**config.mk**
```make
export PLATFORM = sky130hd
export DESIGN_NAME = stream_demux
export DESIGN_NICKNAME = d
export VERILOG_FILES = /design/src/rtl/stream_pkg.sv /design/src/rtl/stream_reg_slice.sv /design/src/rtl/stream_demux.sv
export SDC_FILE = /design/constraint.sdc
export NUM_CORES = 1
export LEC_CHECK = 0
export BUFFER_PORTS_ARGS = -buffer_cell sky130_fd_sc_hd__buf_4
export CORE_ASPECT_RATIO = 1.2
export CORE_MARGIN = 2
export CORE_UTILIZATION = 25
export CTS_BUF_LIST = sky130_fd_sc_hd__clkbuf_4
export DETAILED_ROUTE_END_ITERATION = 8
export GPL_ROUTABILITY_DRIVEN = 0
export PLACE_DENSITY = 0.46
export SKIP_LAST_GASP = 1
export SLEW_MARGIN = 25
export SYNTH_ARGS = -nofsm -noshare
export SYNTH_HDL_FRONTEND = slang
export SYNTH_HIERARCHICAL = 1
export SYNTH_SLANG_ARGS = --single-unit
```
**constraint.sdc**
```tcl
create_clock -name clk -period 3.3 [get_ports clk]
set_input_delay 0.33 -clock clk [delete_from_list [all_inputs] [get_ports clk]]
set_output_delay 0.33 -clock clk [all_outputs]
set_load 0.02 [all_outputs]
```
**src/rtl/stream_pkg.sv**
```systemverilog
// Shared width defaults and FSM state type for the stream demux slice.
package stream_pkg;

    localparam int DEF_DATA_WIDTH     = 8;
    localparam int DEF_QOS_WIDTH      = 4;
    localparam int DEF_STREAM_COUNT   = 2;
    localparam int DEF_DROP_CNT_WIDTH = 8;

    typedef enum logic {
        IDLE = 1'b0,
        BUSY = 1'b1
    } demux_state_e;

endpackage

```
**src/rtl/stream_reg_slice.sv**
```systemverilog
// One-entry registered buffer; reloads on simultaneous push/pop for full throughput.
module stream_reg_slice #(
    parameter int DATA_WIDTH = stream_pkg::DEF_DATA_WIDTH,
    parameter int QOS_WIDTH  = stream_pkg::DEF_QOS_WIDTH
) (
    input  logic                  clk,
    input  logic                  rst,
    input  logic [DATA_WIDTH-1:0] s_data,
    input  logic [QOS_WIDTH-1:0]  s_qos,
    input  logic                  s_last,
    input  logic                  s_valid,
    output logic                  s_ready,
    output logic [DATA_WIDTH-1:0] m_data,
    output logic [QOS_WIDTH-1:0]  m_qos,
    output logic                  m_last,
    output logic                  m_valid,
    input  logic                  m_ready
);

    logic push;

    assign s_ready = ~m_valid | m_ready;
    assign push    = s_valid & s_ready;

    always_ff @(posedge clk) begin
        if (rst) begin
            m_valid <= 1'b0;
            m_data  <= '0;
            m_qos   <= '0;
            m_last  <= 1'b0;
        end else if (push) begin
            m_valid <= 1'b1;
            m_data  <= s_data;
            m_qos   <= s_qos;
            m_last  <= s_last;
        end else if (m_ready) begin
            m_valid <= 1'b0;
        end
    end

endmodule

```
**src/rtl/stream_demux.sv**
```systemverilog
// Packet-locked demux: routes a tagged stream to per-id output buffers, drops invalid ids.
//
//   state | meaning
//   IDLE  | between packets; route by live s_id_i
//   BUSY  | mid-packet; route by lock_id captured on the first beat
module stream_demux
    import stream_pkg::*;
#(
    parameter int T_DATA_WIDTH   = DEF_DATA_WIDTH,
    parameter int T_QOS__WIDTH   = DEF_QOS_WIDTH,
    parameter int STREAM_COUNT   = DEF_STREAM_COUNT,
    parameter int T_ID___WIDTH   = $clog2(STREAM_COUNT),
    parameter int DROP_CNT_WIDTH = DEF_DROP_CNT_WIDTH
) (
    input  logic                      clk,
    input  logic                      rst,
    input  logic [T_DATA_WIDTH-1:0]   s_data_i,
    input  logic [T_QOS__WIDTH-1:0]   s_qos_i,
    input  logic [T_ID___WIDTH-1:0]   s_id_i,
    input  logic                      s_last_i,
    input  logic                      s_valid_i,
    output logic                      s_ready_o,
    output logic [T_DATA_WIDTH-1:0]   m_data_o [STREAM_COUNT-1:0],
    output logic [T_QOS__WIDTH-1:0]   m_qos_o  [STREAM_COUNT-1:0],
    output logic [STREAM_COUNT-1:0]   m_last_o,
    output logic [STREAM_COUNT-1:0]   m_valid_o,
    input  logic [STREAM_COUNT-1:0]   m_ready_i,
    output logic [DROP_CNT_WIDTH-1:0] drop_cnt_o
);

    demux_state_e              state, state_next;
    logic [T_ID___WIDTH-1:0]   lock_id;
    logic [T_ID___WIDTH-1:0]   target;
    logic                      target_ok;
    logic                      accept;
    logic [STREAM_COUNT-1:0]   push;
    logic [STREAM_COUNT-1:0]   slice_ready;

    // Invalid targets match no slice, so ready defaults high and beats are swallowed.
    always_comb begin
        target    = (state == IDLE) ? s_id_i : lock_id;
        target_ok = (int'(target) < STREAM_COUNT);
        s_ready_o = 1'b1;
        push      = '0;
        for (int i = 0; i < STREAM_COUNT; i++) begin
            if (int'(target) == i) begin
                s_ready_o = slice_ready[i];
                push[i]   = s_valid_i;
            end
        end
    end

    assign accept = s_valid_i & s_ready_o;

    always_ff @(posedge clk) begin
        if (rst) begin
            state <= IDLE;
        end else begin
            state <= state_next;
        end
    end

    always_comb begin
        state_next = state;
        if (accept) begin
            state_next = s_last_i ? IDLE : BUSY;
        end
    end

    always_ff @(posedge clk) begin
        if (rst) begin
            lock_id <= '0;
        end else if ((state == IDLE) && accept && !s_last_i) begin
            lock_id <= s_id_i;
        end
    end

    always_ff @(posedge clk) begin
        if (rst) begin
            drop_cnt_o <= '0;
        end else if (accept && !target_ok && s_last_i && (drop_cnt_o != '1)) begin
            drop_cnt_o <= drop_cnt_o + DROP_CNT_WIDTH'(1);
        end
    end

    for (genvar g = 0; g < STREAM_COUNT; g++) begin : g_slice
        stream_reg_slice #(
            .DATA_WIDTH (T_DATA_WIDTH),
            .QOS_WIDTH  (T_QOS__WIDTH)
        ) u_slice (
            .clk     (clk),
            .rst     (rst),
            .s_data  (s_data_i),
            .s_qos   (s_qos_i),
            .s_last  (s_last_i),
            .s_valid (push[g]),
            .s_ready (slice_ready[g]),
            .m_data  (m_data_o[g]),
            .m_qos   (m_qos_o[g]),
            .m_last  (m_last_o[g]),
            .m_valid (m_valid_o[g]),
            .m_ready (m_ready_i[g])
        );
    end

endmodule
```
Word-level counts from Yosys, hierarchy flattened:

Index checks and enable logic that the tools add are counted.

* bits in registers: 30
* input port bits: 19
* output and inout port bits: 37
* word-level logic and storage cells: 32

* mux-type cells: 9
* bitwise operators: 8
* reductions and logical operators: 5

Operator list (count)
* $mux W1: 9
* $reduce_bool A2 Y1: 2
* $and A1 B1 Y1: 3
* $not A1 Y1: 3
* $logic_and A1 B1 Y1: 2
* $or A1 B1 Y1: 2
* $logic_not A1 Y1: 1

Depth between registers and ports, before layout:

Gate-level depths: netlist of the first run.

* depth in word-level cells: 6
* gate-level depth with buffers: 6
* gate-level depth less buffers: 4

Modules after synthesis:

Netlist of the first run, hierarchy kept.

By module, submodules not included
* stream_reg_slice: instances 2, cells each 63, area each 630.6 um2, seq. area each 280.3 um2
* stream_demux: instances 1, cells each 23, area each 207.7 um2, seq. area each 40.0 um2

Worst setup path before layout of the first run:

Ideal clock, no wire load.

* path kind: register to register
* start: register state
* end: register g_slice[1].u_slice.m_qos[0]
* library setup time: 0.073 ns
* arrival: 1.457 ns
* data required time: 3.227 ns
* setup slack: 1.771 ns
* cell stages (with the launch flop): 7
* path buffers: 2
* clock period less this slack: 1.529 ns
* cell sequence: dfxtp_1 -> mux2i_1 -> and2b_2 -> buf_2 -> buf_2 -> a21bo_2 -> a21oi_1

* word-level cells in the longest chain between the ends: 3

Ends and longest elaborated chain
* start: declaration: RTL line stream_demux.sv:31 `demux_state_e state, state_next;`
* start signal: assignment: RTL line stream_demux.sv:59 `state <= state_next;`
* $mux W1: RTL line stream_demux.sv:41 `target = (state == IDLE) ? s_id_i : lock_id;`
* $mux W1: RTL line stream_demux.sv:46 `if (int'(target) == i) begin`
* via push[1]: RTL line stream_demux.sv:36 `logic [STREAM_COUNT-1:0] push;`
* $and A1 B1 Y1: RTL line stream_reg_slice.sv:23 `assign push = s_valid & s_ready;`
* end signal: assignment: RTL line stream_reg_slice.sv:34 `m_qos <= s_qos;`
* end: declaration: RTL line stream_reg_slice.sv:14 `output logic [QOS_WIDTH-1:0] m_qos,`

The timed path passes the listed nets, and every way through them passes these cells.
A chain may end at the register's enable or synchronous reset.

Final worst setup path of the first run:

* start: register state
* end: output port s_ready_o

* word-level cells in the longest chain between the ends: 2

Ends and longest elaborated chain
* $mux W1: RTL line stream_demux.sv:41
* $mux W1: RTL line stream_demux.sv:46
* end: declaration: RTL line stream_demux.sv:22 `output logic s_ready_o,`

No other way between the ends.

==> results of run 1 <==
## sequential cells by signal, indices dropped and copies added, names as in the netlist
signal	flops
g_slice.u_slice/m_data	16
g_slice.u_slice/m_last	2
g_slice.u_slice/m_qos	8
g_slice.u_slice/m_valid	2
lock_id	1
state	1
## cells by family (layout without fill, tap and decap cells)
kind of cell / Yosys count / count (layout) / share of synthesized area, %
muxes: 3 / 3 / 2.470
DFF: 30 / 30 / 40.89
AOI/OAI and AO/OA: 57 / 57 / 31.52
buffers and inverters: 24 / 56 / 11.24
other: 1 / 8 / 0.2553
and+or+nand+nor: 34 / 34 / 13.63
## placed cells by master, fill, tap and decap left out, types with 2 or more instances in the layout
| master | n |
|---|---|
| sky130_fd_sc_hd__buf_4 | 47 |
| sky130_fd_sc_hd__dfxtp_1 | 30 |
| sky130_fd_sc_hd__nand3_1 | 26 |
| sky130_fd_sc_hd__a21oi_1 | 20 |
| sky130_fd_sc_hd__a21bo_2 | 16 |
| sky130_fd_sc_hd__a21bo_1 | 10 |
| sky130_fd_sc_hd__a21oi_2 | 10 |
| sky130_fd_sc_hd__conb_1 | 8 |
| sky130_fd_sc_hd__clkbuf_4 | 7 |
| sky130_fd_sc_hd__nand2b_4 | 2 |
| sky130_fd_sc_hd__inv_1 | 2 |
## layout make-up
class | instances | area [µm²]
Clock buffer | 7 | 52.55
Inverter | 2 | 7.507
Sequential cell | 30 | 600.6
Timing Repair Buffer | 47 | 352.8
Fill cell | 621 | 3825
Multi-Input combinational cell | 102 | 729.5
Tap cell | 80 | 100.1
## final timing paths
kind,startpoint,to
hold reg to reg,lock_id$_SDFFE_PP0P_,lock_id$_SDFFE_PP0P_
setup / recovery,state$_SDFFE_PP0P_,s_ready_o
setup reg to reg,state$_SDFFE_PP0P_,g_slice[0].u_slice/m_data[3]$_SDFFE_PP0P_
hold / removal,s_valid_i,state$_SDFFE_PP0P_
## per-stage QoR
stage	total power, mW	worst slack [ps]
floorplan	0.5143	1771
global route	0.8238	1345
detailed placement	0.5657	1703
CTS	0.7908	1433
global placement	0.5662	1721
finish	0.7718	1445
## layer usage
metal	vias to the layer above	routed length [µm]	GRT usage [%]
li1	589	-	-
met1	546	1715	15.42
met2	39	1582	15.50
met3	5	222	3.567
met4	0	60	5.455
met5	-	0	0
## power breakdown
group          leakage, nW  internal [mW]  switching [mW]
sequential           0.245          0.382          0.0108
clock               0.0322         0.0967           0.120
combinational        0.489         0.0714          0.0910
==> out/summary.log, run 1 <==
INFO  outcome        run_status=completed
INFO  placement      number_of_input_and_output_port_buffers_inserted=47
INFO  worst_setup_path crit_family=multiplexers
INFO  timing         final.setup.tns=0ps
INFO  timing         max_freq=539.2MHz
INFO  route          via_count=1179
INFO  synthesis      synth-seq-cells=30
INFO  timing         unrepaired_setup_endpoints_after_global_routing=no
INFO  worst_setup_path critPathMaxStageDelay=380ps
INFO  worst_setup_path critical_path.endpoint_type=output pin
INFO  timing         maxSlewViolCount=0
INFO  worst_setup_path critical_path_cell_count=3
INFO  worst_setup_path cp.arrival=1520ps
INFO  synthesis      number_of_enable_flip_flop_cells_after_synthesis=0
INFO  synthesis      yosysMostFrequentCell=sky130_fd_sc_hd__dfxtp_1
INFO  floorplanning  chipWidth=73.98µm
INFO  synthesis      synth_top_cells_by_count=sky130_fd_sc_hd__dfxtp_1, sky130_fd_sc_hd__nand3_1, sky130_fd_sc_hd__a21oi_1, sky130_fd_sc_hd__a21bo_2
INFO  pwr            vdd_drop_max=0.1002mV
INFO  synthesis      synth.top_cells.by_area=sky130_fd_sc_hd__dfxtp_1, sky130_fd_sc_hd__a21bo_2, sky130_fd_sc_hd__nand3_1, sky130_fd_sc_hd__a21bo_1, sky130_fd_sc_hd__a21oi_1
INFO  min_path       worst_hold_path_type=primary input to flip-flop
INFO  synthesis      synth-async-reset-ratio=0%
INFO  route          post_drt_wl_per_cell=13.36µm
INFO  route          route.detailed.vias_per_inst=4.399
INFO  cells_and_area fin_cells=268
INFO  timing         setup_viol=0
INFO  route          routed_wl=3581µm
INFO  clock_tree     clock_tree_from_tritoncts=built
INFO  worst_setup_path timing.critical_path.from_type=flip-flop
INFO  cells_and_area antenna-diode-count=0
INFO  grt            first_pass_grt_wire_length=5368µm
INFO  placement      place_area=1790µm²
INFO  worst_setup_path worst_path_cell_chain=mux2i_1 -> mux2_4 -> buf_4
INFO  synthesis      synth_cell_types=23
INFO  worst_setup_path path_max_fanout=3
INFO  cells_and_area area_growth=25.47%
INFO  synthesis      synth.yosys.seq_area_share=40.89%
INFO  floorplanning  core=5668µm²
INFO  timing         post-route-min-period=1855ps
INFO  clock_tree     numClockSinks=30
INFO  route          drt_iter0_drc=80
INFO  clock_tree     cts_setup_buffers=0
INFO  synthesis      dominantRegCellSynth=sky130_fd_sc_hd__dfxtp_1
INFO  clock_tree     tritoncts.num_buffers=5
INFO  worst_setup_path crit_required=2970ps
INFO  grt            number_of_global_route_vias_before_repair=1049
INFO  synthesis      syn_area_per_cell=9.858µm²
INFO  clock_tree     worst_setup_hold_path_clk_slew=90ps
INFO  worst_setup_path slowest_stage=sky130_fd_sc_hd__dfxtp_1
INFO  clock_tree     insertion_delay_to_the_later_sink_of_the_worst_skew_pair=320ps
INFO  floorplanning  initial_core_utilization=25.92%
INFO  clock_tree     cts-htree-levels=2
INFO  timing         skew=2.939ps
INFO  cells_and_area design_area=1843µm²
INFO  cells_and_area postLayoutCoreUtil=32.52%
INFO  synthesis      synthDominantAreaCellType=sky130_fd_sc_hd__dfxtp_1
INFO  route          dr.pass1.iters=4
INFO  clock_tree     cts.root.buffer_cell=sky130_fd_sc_hd__clkbuf_4
INFO  flow_run       max_cap_viol_count=0
INFO  synthesis      post_synth_instance_area=1469µm²
INFO  synthesis      synthCells=149
INFO  route          drcViolationCount=0
INFO  grt            grt_overflow_total=0
INFO  floorplanning  die_area=6508µm²
INFO  clock_tree     cts-hold-fix-buffers=0
INFO  timing         timing_hold_violations_final=0
INFO  grt            grt_start_max_net_pins=31
INFO  placement      detailedPlacementHpwl=2459µm
INFO  synthesis      synth_top_area_share=40.89%
INFO  timing         timing.final.crit_share=56.20%
INFO  worst_setup_path ff2ff_path_depth=4
INFO  clock_tree     cts_resized=0
INFO  pwr            total_leakage_power=0.7667nW
INFO  cells_and_area post_route_cells_drive_above_1_share=46.28%
INFO  synthesis      yosysWarnings=6
INFO  floorplanning  dieHeight=87.97µm
INFO  clock_tree     cts_buffer_depth=2
INFO  route          route.antenna.remaining_nets=0
INFO  placement      place.detailed.instances=261
INFO  min_path       number_of_stages_on_the_worst_hold_path=2
INFO  pwr            power_density=418.8nW/µm²
INFO  grt            antenna_violations_before_repair=0
INFO  timing         final.hold.worst_slack=234.7ps
INFO  grt            track_usage=11.16%
INFO  floorplanning  placement_rows=30
INFO  worst_setup_path cp.buffers_inverters=1
INFO  cells_and_area num-nets-final=207
INFO  worst_setup_path setup.worst_path.class=flip-flop to output pin
INFO  floorplanning  top_level_ports=56
INFO  worst_setup_path setup.reg_to_reg.worst_slack=1710ps
(Power assumes the default switching activity.)
==> run 2: changes to the inputs <==
--- a/config.mk
+++ b/config.mk
@@ -12,7 +12,7 @@
 export CTS_BUF_LIST = sky130_fd_sc_hd__clkbuf_4
 export DETAILED_ROUTE_END_ITERATION = 8
 export GPL_ROUTABILITY_DRIVEN = 0
-export PLACE_DENSITY = 0.46
+export PLACE_DENSITY = 0.48
 export SKIP_LAST_GASP = 1
 export SLEW_MARGIN = 25
 export SYNTH_ARGS = -nofsm -noshare
==> constraint.sdc (replaced) <==
create_clock -name clk -period 1.56 [get_ports clk]
set_input_delay 0.156 -clock clk [delete_from_list [all_inputs] [get_ports clk]]
set_output_delay 0.156 -clock clk [all_outputs]
set_load 0.02 [all_outputs]
==> out/summary.log, run 2 (synthesis results as in run 1) <==
INFO  flow_run       max_cap_viol_count=0
INFO  grt            grt_use_met3=3.682%
INFO  route          drcViolationCount=0
INFO  floorplanning  dieHeight=87.97µm
INFO  cells_and_area postLayoutCoreUtil=33.73%
INFO  timing         unrepaired_setup_endpoints_after_global_routing=yes
INFO  floorplanning  die_area=6508µm²
INFO  timing         skew=7.877ps
INFO  grt            grt_overflow_total=0
INFO  pwr            report.power.total=1.674mW
INFO  worst_setup_path r2r_start=state$_SDFFE_PP0P_
INFO  cells_and_area area_growth=30.15%
INFO  clock_tree     numClockSinks=30
INFO  timing         post-route-min-period=1568ps
INFO  worst_setup_path critPathMaxStageDelay=370ps
INFO  grt            first_pass_grt_wire_length=5740µm
INFO  clock_tree     insertion_delay_to_the_later_sink_of_the_worst_skew_pair=330ps
INFO  pwr            p_int=1.183mW
INFO  worst_setup_path setup.worst_path.class=flip-flop to output pin
INFO  pwr            comb_power_share=22.0%
INFO  timing         max_freq=637.7MHz
INFO  placement      detailedPlacementHpwl=2488µm
INFO  pwr            power.share.sequential=49.7%
INFO  cells_and_area num-nets-final=212
INFO  route          post_drt_wl_per_cell=13.09µm
INFO  route          route.antenna.remaining_nets=0
INFO  clock_tree     cts-hold-fix-buffers=0
INFO  cells_and_area multi_input_combinational_cell_area=743.2µm²
INFO  pwr            vdd_drop_max=0.3310mV
INFO  timing         timing_hold_violations_final=0
INFO  cells_and_area register_area=601.8µm²
INFO  route          routed_wl=3573µm
INFO  clock_tree     cts.root.buffer_cell=sky130_fd_sc_hd__clkbuf_4
INFO  clock_tree     cts-htree-levels=2
INFO  route          dr.pass1.iters=4
INFO  placement      post-place-ws=51.34ps
INFO  floorplanning  initial_core_utilization=25.92%
INFO  cells_and_area layout_common_cells=sky130_fd_sc_hd__buf_4, sky130_fd_sc_hd__dfxtp_1, sky130_fd_sc_hd__nand3_1
INFO  worst_setup_path timing.critical_path.from_type=flip-flop
INFO  cells_and_area n_fill_cell=630
INFO  timing         final_critical_path_setup_slack=-8.057ps
INFO  cells_and_area largest_register_ff_count=16
INFO  pwr            power_frac_clock=28.3%
INFO  pwr            switching_share=29.32%
INFO  pwr            total_leakage_power=0.7957nW
INFO  grt            track_usage=11.65%
INFO  timing         setup_viol=1
INFO  timing         timing.final.crit_share=100.5%
INFO  timing         maxSlewViolCount=0
INFO  grt            antenna_violations_before_repair=0
INFO  worst_setup_path crit_required=1400ps
INFO  min_path       worst_hold_path_type=primary input to flip-flop
INFO  worst_setup_path cp.arrival=1410ps
INFO  clock_tree     cts_buffer_depth=2
INFO  floorplanning  top_level_ports=56
INFO  floorplanning  core=5668µm²
INFO  cells_and_area layout_commonest_cell=sky130_fd_sc_hd__buf_4
INFO  grt            met1_usage=14.53%
INFO  worst_setup_path worst_setup_path_startpoint=state$_SDFFE_PP0P_
INFO  grt            grt_most_used_layer=met2
INFO  pwr            netSwitchingPower=0.4907mW
INFO  route          via_count=1210
INFO  clock_tree     worst_setup_hold_path_clk_slew=100ps
INFO  cells_and_area max_flop_register=g_slice.u_slice/m_data
INFO  grt            number_of_global_route_vias_before_repair=1191
INFO  grt            grt_start_max_net_pins=31
INFO  grt            grt_use_met2=18.51%
INFO  cells_and_area antenna-diode-count=0
INFO  worst_setup_path path_max_fanout=3
INFO  route          drt_iter0_drc=23
INFO  route          route.detailed.vias_per_inst=4.432
INFO  floorplanning  chipWidth=73.98µm
INFO  floorplanning  placement_rows=30
INFO  clock_tree     tritoncts.num_buffers=5
INFO  placement      number_of_input_and_output_port_buffers_inserted=47
INFO  pwr            power_density=875.5nW/µm²
INFO  worst_setup_path worst_path_cell_chain=mux2i_4 -> mux2_4 -> buf_6
INFO  outcome        run_status=finished with violations
INFO  cells_and_area post_route_cells_drive_above_1_share=48.70%
INFO  worst_setup_path critical_path.endpoint_type=output pin
INFO  clock_tree     clock_tree_from_tritoncts=built
INFO  min_path       hp-start=s_valid_i
INFO  outcome        failed_checks=negative setup slack
INFO  placement      place_area=1833µm²
INFO  cells_and_area layout_top_registers=g_slice.u_slice/m_data: 16 flops, g_slice.u_slice/m_qos: 8 flops
INFO  cells_and_area design_area=1912µm²
INFO  worst_setup_path slowest_stage=sky130_fd_sc_hd__dfxtp_2
run 2: final cells by class:
class,count,share of cell area [%]
multi-input cells,102,38.87
flip-flops and latches,30,31.48
repair buffers,52,21.27
well taps,80,5.236
clock buffers,7,2.749
inverters,2,0.3927
run 2: worst max-delay path: cells and delay by family, from the launching register on:
kind / cells / cell delay (ps)
flip-flops: 1 / 370
multiplexers: 2 / 580
buffers and inverters: 1 / 130
run 2: power by group through the flow:
stage | Sequential [mW] | Combinational (mW) | Clock [mW]
after floorplan | 0.893 | 0.194 | 0
after global placement | 0.848 | 0.362 | 0
after detailed placement | 0.848 | 0.363 | 0
after CTS | 0.831 | 0.369 | 0.489
after global routing | 0.837 | 0.402 | 0.524
final | 0.831 | 0.369 | 0.474
run 2: repair_timing:
| action | CTS | global route |
|---|---|---|
| resized for setup | 3 | 2 |
| setup buffers | 2 | 0 |
| setup endpoints to repair | 1 | 10 |
run 2: worst paths after layout:
| kind | endpoint | slack, ps | cells after the start |
|---|---|---|---|
| setup / recovery | s_ready_o | -8 | 3 |
| hold / removal | state$_SDFFE_PP0P_ | 50 | 2 |
| setup reg to reg | state$_SDFFE_PP0P_ | 130 | 4 |
| hold reg to reg | lock_id$_SDFFE_PP0P_ | 540 | 2 |
run 2: stage by stage:
step / hold WS, ps / std cells / setup TNS [ps]
floorplan: 223.9 / 156 / 0
global placement: 415.1 / 265 / 0
detailed placement: 403.1 / 265 / 0
CTS: 36.71 / 273 / -17.94
global route: 44.95 / 273 / -62.60
finish: 51.14 / 273 / -8.057
run 2: metal layers:
metal / vias to the layer above / part of all wire (%)
li1: 599 / -
met1: 562 / 48
met2: 42 / 45
met3: 7 / 5.9
met4: 0 / 1.6
met5: - / 0
